==> src/rtl/fsm_output_trace_capture.sv <==
// Change recorder for a control FSM output vector: emits timestamped
// BASELINE / CHANGE / WRAP records into a show-ahead FIFO drained by a
// valid/ready stream, with sticky overflow and a saturating drop counter.
module fsm_output_trace_capture #(
    parameter int unsigned VEC_W = 32,
    parameter int unsigned TS_W  = 16,
    parameter int unsigned DEPTH = 8
) (
    input  logic                          clk,
    input  logic                          rst,
    input  logic                          en,
    input  logic                          clr,
    input  logic [VEC_W-1:0]              vec_in,
    output logic                          out_valid,
    input  logic                          out_ready,
    output logic [2+TS_W+VEC_W-1:0]       out_data,
    output logic [$clog2(DEPTH):0]        level,
    output logic                          overflow,
    output logic [7:0]                    drop_cnt
);

    localparam int unsigned DW = 2 + TS_W + VEC_W;
    localparam int unsigned AW = $clog2(DEPTH);
    localparam int unsigned LW = AW + 1;

    localparam logic [1:0] KIND_CHANGE   = 2'b00;
    localparam logic [1:0] KIND_BASELINE = 2'b01;
    localparam logic [1:0] KIND_WRAP     = 2'b10;

    typedef enum logic [1:0] {
        IDLE,
        ARM,
        RUN
    } state_t;

    state_t            state_q, state_d;
    logic [TS_W-1:0]   ts_q, ts_d;
    logic [VEC_W-1:0]  prev_q, prev_d;
    logic [DW-1:0]     mem_q [DEPTH];
    logic [DW-1:0]     mem_d [DEPTH];
    logic [AW-1:0]     wr_ptr_q, wr_ptr_d;
    logic [AW-1:0]     rd_ptr_q, rd_ptr_d;
    logic [LW-1:0]     count_q, count_d;
    logic              overflow_q, overflow_d;
    logic [7:0]        drop_cnt_q, drop_cnt_d;

    logic              rec_push;
    logic [DW-1:0]     rec_data;
    logic              pop;
    logic              full;
    logic              accept;
    logic              drop;
    logic [AW-1:0]     last_ptr;

    // Next-state and record generation: at most one record per edge.
    always_comb begin
        state_d  = state_q;
        ts_d     = ts_q;
        prev_d   = prev_q;
        rec_push = 1'b0;
        rec_data = '0;
        case (state_q)
            IDLE: begin
                ts_d = '0;
                if (en) state_d = ARM;
            end
            ARM: begin
                rec_push = 1'b1;
                rec_data = {KIND_BASELINE, {TS_W{1'b0}}, vec_in};
                prev_d   = vec_in;
                ts_d     = TS_W'(1);
                state_d  = en ? RUN : IDLE;
            end
            RUN: begin
                if (!en) begin
                    state_d = IDLE;
                    ts_d    = '0;
                end else begin
                    ts_d = ts_q + TS_W'(1);
                    if (vec_in != prev_q) begin
                        rec_push = 1'b1;
                        rec_data = {KIND_CHANGE, ts_q, vec_in};
                        prev_d   = vec_in;
                    end else if (ts_q == '1) begin
                        rec_push = 1'b1;
                        rec_data = {KIND_WRAP, ts_q, prev_q};
                    end
                end
            end
            default: begin
                state_d = IDLE;
                ts_d    = '0;
            end
        endcase
    end

    // FIFO bookkeeping, drop accounting and clear handling.
    always_comb begin
        full     = (count_q == LW'(DEPTH));
        pop      = out_valid && out_ready;
        // A full FIFO still accepts when the head leaves on the same edge;
        // the write slot is the one being vacated.
        accept   = rec_push && (!full || pop);
        drop     = rec_push && full && !pop;
        mem_d    = mem_q;
        wr_ptr_d = wr_ptr_q;
        rd_ptr_d = rd_ptr_q;
        count_d  = count_q;
        if (accept) begin
            mem_d[wr_ptr_q] = rec_data;
            wr_ptr_d        = wr_ptr_q + AW'(1);
        end
        if (pop) rd_ptr_d = rd_ptr_q + AW'(1);
        case ({accept, pop})
            2'b10:   count_d = count_q + LW'(1);
            2'b01:   count_d = count_q - LW'(1);
            default: count_d = count_q;
        endcase
        overflow_d = overflow_q;
        drop_cnt_d = drop_cnt_q;
        if (clr) begin
            overflow_d = 1'b0;
            drop_cnt_d = '0;
        end
        if (drop) begin
            overflow_d = 1'b1;
            if (clr)                     drop_cnt_d = 8'd1;
            else if (drop_cnt_q != 8'hFF) drop_cnt_d = drop_cnt_q + 8'd1;
        end
    end

    // Head output; when empty, show the most recently popped record.
    always_comb begin
        last_ptr  = rd_ptr_q - AW'(1);
        out_valid = (count_q != '0);
        out_data  = out_valid ? mem_q[rd_ptr_q] : mem_q[last_ptr];
        level     = count_q;
        overflow  = overflow_q;
        drop_cnt  = drop_cnt_q;
    end

    // State register with asynchronous reset that also flushes the FIFO.
    always_ff @(posedge clk or posedge rst) begin
        if (rst) begin
            state_q    <= IDLE;
            ts_q       <= '0;
            prev_q     <= '0;
            wr_ptr_q   <= '0;
            rd_ptr_q   <= '0;
            count_q    <= '0;
            overflow_q <= 1'b0;
            drop_cnt_q <= '0;
            for (int unsigned i = 0; i < DEPTH; i++) mem_q[i] <= '0;
        end else begin
            state_q    <= state_d;
            ts_q       <= ts_d;
            prev_q     <= prev_d;
            wr_ptr_q   <= wr_ptr_d;
            rd_ptr_q   <= rd_ptr_d;
            count_q    <= count_d;
            overflow_q <= overflow_d;
            drop_cnt_q <= drop_cnt_d;
            mem_q      <= mem_d;
        end
    end

endmodule

==> config.mk <==
export PLATFORM = sky130hd
export DESIGN_NAME = fsm_output_trace_capture
export DESIGN_NICKNAME = d
export VERILOG_FILES = /design/src/rtl/fsm_output_trace_capture.sv
export SDC_FILE = /design/constraint.sdc
export NUM_CORES = 1
export LEC_CHECK = 0
export BUFFER_PORTS_ARGS = -buffer_cell sky130_fd_sc_hd__buf_2
export CORE_MARGIN = 3
export CORE_UTILIZATION = 65
export DETAILED_ROUTE_END_ITERATION = 7
export PLACE_DENSITY = 0.91
export SYNTH_ARGS = -nofsm -noshare
export SYNTH_HDL_FRONTEND = slang
export SYNTH_SLANG_ARGS = --single-unit
==> constraint.sdc <==
create_clock -name clk -period 19.3 [get_ports clk]
set_input_delay 0 -clock clk [delete_from_list [all_inputs] [get_ports clk]]
set_output_delay 0 -clock clk [all_outputs]
set_load 0.01 [all_outputs]
* Word level (Yosys, flattened, before mapping)
Cells that the tools add are included.
** Word-level totals
- Output and inout port bits :: 64
- Register bits after elaboration :: 469
** Operators by class
- Mux-type cells :: 34
- Bitwise operators :: 3
- Equality and inequality tests :: 12
- $lt $le $gt $ge :: 4
- $add $sub $neg :: 7
- Reduce and logical (&&, ||, !) cells :: 15
** Operators by type and width (number)
- $mux 50 :: 9
- $bwmux 400 :: 1
- $bmux 50 s3 :: 2
- $demux 50 s3 :: 1
- $pmux 50 s2 :: 1
- $mux 32 :: 2
- $pmux 32 s2 :: 1
- $mux 8 :: 4
- $ne 32x32->1 :: 1
- $pmux 16 s2 :: 1
- $add 16x1->16 const B :: 1
- $eq 16x16->1 const B :: 1
- $mux 16 :: 1
- $ge 4x4->1 const B :: 3
- $not 3->4 :: 3
- $add 8x1->8 const B :: 1
- $ne 2x2->1 const B :: 4
- $ne 8x8->1 const B :: 1
- $pmux 4 s2 :: 1
- $add 3x1->3 const B :: 2
- $mux 2 :: 3
- $pmux 2 s3 :: 1
- $reduce_bool 2->1 :: 3
- $logic_and 1x1->1 :: 5
- 15 further kinds :: 22

* Depth between registers and ports, before layout
- Depth in word-level cells :: 8
- Mapped depth :: 12
- Depth with buffers taken out :: 11

* Worst setup path after synthesis
No wires, ideal clock.
- Kind :: flip-flop to output port
- From :: register rd_ptr_q[1]
- To :: output port out_data[10]
- Cell stages (with the launch flop) :: 11
- Setup slack :: 16.279 ns
- Data arrival time :: 3.021 ns
- Cells stage by stage :: dfrtp_1 -> clkbuf_1 -> clkbuf_1 -> clkbuf_1 -> inv_1 -> ha_1 -> clkbuf_1 -> clkbuf_1 -> mux4_2 -> mux2i_1 -> a21oi_1
** Between the ends
- Word-level cells in the longest chain between the ends :: 6
- Elaborated cells on any way between the ends :: 10
- Those cells by class :: 1 x add/sub; 7 x mux; 2 x bitwise
** Ends and longest elaborated chain
- start, declared :: RTL line 42 : logic [AW-1:0] rd_ptr_q, rd_ptr_d;
- start signal, assigned :: RTL line 159 : rd_ptr_q <= rd_ptr_d;
- $sub 3x1->3 :: RTL line 134 : last_ptr = rd_ptr_q - AW'(1);
- $not 3->4 (not written as such) :: RTL line 136 : out_data = out_valid ? mem_q[rd_ptr_q] : mem_q[last_ptr];
- $bmux 50 s3 :: RTL line 136
- $mux 50 (not written as such) (2 in series) :: RTL line 136
- $mux 50 * :: RTL line 136
- end, declared :: RTL line 16 : output logic [2+TS_W+VEC_W-1:0] out_data,
Every way passes the cells marked *; elsewhere a longest branch is shown, timed or not. The select of a mux whose other input is x is not followed.

* Worst setup path in the final report
- From :: register rd_ptr_q[0]
- To :: output port out_data[12]
Same word-level chain as after synthesis.

==> impl_metrics.toml <==
[detailed_routing]
wl_per_cell_um = 28.2
vias_per_cell = 7.47
vias = 20200
ant_nets = 0
first_pass_iters = 7
drc = 0
wl_mm = 76.1
drtIter0Drc = 3048

[clock_tree]
clk_pin_slew_worst_paths_ns = 0.06
cts_resized = 0
cts_buffers = 47
clock-sinks = 469
clockBufferDepth = 3
tritoncts = "done"
insertion_delay_ns = 0.58
htree_num_levels = 2
cts_root_buf = "clkbuf_16"

[finish]
syn2layout_area_growth_pct = 9.98
drive_gt1_share_pct = 23.2
nNetsFinal = 2210
fillers = 2040
finalNonFillerCells = 2704

[power]
p_clk_share_pct = 20.3
sw_frac_of_total_pct = 41.5
p_sw_mw = 1.88
vdd_drop_max_uv = 240
p_comb_share_pct = 42.6
p_leak_nw = 12.0
p_int_mw = 2.65
powerDensity_nw_per_um2 = 166
seqPwrFrac_pct = 37.2

[global_routing]
antenna_found_initial = 8
met1_usage_pct = 46.1
use_met2_pct = 58.5
grt_pass1_wl_mm = 120
gr-max-usage-layer = "met2"
track_usage_pct = 37.9
grt_pass1_vias = 21700
grtUsageMet3_pct = 11.0
grt_start_max_net_pins = 126
overflow = 0

[setup_path]
start_kind = "flop"
cp_max_fo = 54
cpMostUsedCell = "buf_4"
cp_top_family = "buffers and inverters"
worstSetupPathType = "flop to output port"
endpoint_kind = "output port"
crit_buf_inv = 3
critPathArrivalTime_ns = 4.95
crit_chain = "buf_4 > buf_4 > mux4_2 > nor2b_1 > a211oi_1 > a21oi_1 > buf_2"
cp_slowest_cell = "dfrtp_4"
critPathMaxStageDelay_ns = 1.05
crit_required_ns = 19.30

[synth]
synth_top_cell_area_share_pct = 47.4
synth-edff-count = 0
yosys_warnings = 0
synth_largest_area_cell = "dfrtp_1"
synth.avg_cell_area_um2 = 11.7
ys_async_sr_fraction_pct = 100
ys.flop_type = "dfrtp_1"
synthTopCellsByCount = "dfrtp_1 (469), nand2_1 (409), o21ai_0 (359)"
ys_seq_elements = 469
syn_nets = 2168
yosysMostFrequentCell = "dfrtp_1"
yosysUniqueCellTypes = 59
synth_area_leaders = "dfrtp_1 (47%), mux4_2 (18%), o21ai_0 (7.3%), nand2_1 (6.2%), a22oi_4 (2.6%)"
synth.cell_area_um2 = 24800
synthCells = 2122
ys_seq_area_share_pct = 47.4

[timing]
setup_viol_count_final = 0
tightest_slew_ns = 1.26
relSlewSlack_pct = 15.8
fin_hold_ws_ns = 0.120
finalHoldViolCount = 0
fmax_mhz = 202
rsz0062_at_grt = "false"
finClkSkew_ns = 0.0337
setup_tns_ns = 0
fin_crit_sh_pct = 25.6
slew_violations = 0
setup_ws_ns = 14.35
period_needed_ns = 4.95

[run]
drv_cap = 0

[floorplan]
num_io_pins = 101
rows = 70
core_area_um2 = 37000
die_w_um = 201
start_util_pct = 66.9
die_h_um = 201
die_area_um2 = 40500

[outcome]
status = "finished, final reports clean"

[placement]
dp.cells = 2583
io_buffer_count = 100
place_ws_ns = 14.98
hpwl_mm = 38.4
gp_congestion = 0.821

[hold_path]
hold_class = "input pin to async pin"
## metrics by stage
stage	total power [mW]	utilization (%)	instance area, um^2
floorplan	2.92	-	24800
global placement	3.32	68.5	25400
detailed placement	3.46	68.5	25400
CTS	4.41	73.5	27200
global route	4.69	73.5	27200
finish	4.53	73.6	27300
## power groups by stage
stage	combinational, mW	sequential (mW)	clock, mW
2_1_floorplan	1.44	1.48	0
3_3_place_gp	1.72	1.60	0
3_5_place_dp	1.81	1.65	0
4_1_cts	1.86	1.65	0.906
5_1_grt	2.03	1.71	0.957
6_report	1.93	1.68	0.919
## cell type report
type	instances	area [um^2]	share of cell area, %
diodes	6	15.0	0.0551
clock buffers	67	1340	4.92
clock inverters	12	144	0.528
inverters	11	48.8	0.179
multi-input cells	1470	12200	44.9
flip-flops and latches	469	11700	43.1
well taps	504	631	2.31
repair buffers	165	1080	3.96
## metal layers
metal	vias to the layer above	routed length [um]
li1	7830	-
met1	9778	24600
met2	1966	35500
met3	630	9870
met4	4	6130
met5	-	21
## worst paths after layout
kind | from | endpoint | slack, ns | cells past startpoint
setup / recovery | rd_ptr_q[0]$_DFFE_PP0P_ | out_data[12] | 14.35 | 7
hold / removal | rst | overflow$_DFFE_PP0P_ | 0.12 | 3
setup reg to reg | prev_q[17]$_DFFE_PP0P_ | mem_q[10]$_DFFE_PP0P_ | 14.98 | 7
hold reg to reg | mem_q[46]$_DFFE_PP0P_ | mem_q[46]$_DFFE_PP0P_ | 0.50 | 2
max in group asynchronous | rst | mem_q[66]$_DFFE_PP0P_ | 16.11 | 6
min in group clk | out_ready | level[3]$_DFFE_PP0P_ | 0.23 | 3
## cells by family after synthesis
group           Yosys count  share of synthesized area [%]
fa+ha+maj                 9                          0.454
buf+inv                 183                           3.61
compound gates          557                           14.4
simple gates            546                           9.54
mux                     304                           22.7
xor+xnor                 54                           1.91
flops                   469                           47.4
## tightest hold or removal path, stage by stage
cell	delay, ns
dlygate4sd3_1	0.53
buf_2	0.15
inv_8	0.50
## cells in the final DEF (no fill, tap or decap), drive strengths merged, types with 4 or more instances in the layout
master / instances
o2111ai: 6
mux2i: 51
nor2b: 55
and3: 5
clkbuf: 67
nand2: 410
diode: 6
a211oi: 51
buf: 129
mux2: 53
xor2: 44
nand3: 13
dlygate4sd3: 36
clkinv: 6
and2: 4
a21oi: 58
nor4: 13
mux4: 200
inv: 12
ha: 9
dfrtp: 469
o21ai: 397
nor2: 27
a22oi: 32
nand4: 5
xnor2: 10
## repair_timing
action / 4_1_cts / 5_1_grt
hold buffers: 36 / 0
hold endpoints to repair: 395 / 0
buffers inserted: 0 / 0
## sequential cells by signal, summed over array words and instances (netlist names)
| register | flops |
|---|---|
| ts_q | 16 |
| mem_q | 400 |
| overflow | 1 |
| prev_q | 32 |
| wr_ptr_q | 3 |
| rd_ptr_q | 3 |
| level | 4 |
| state_q | 2 |
| drop_cnt | 8 |
(Power assumes the default switching activity.)
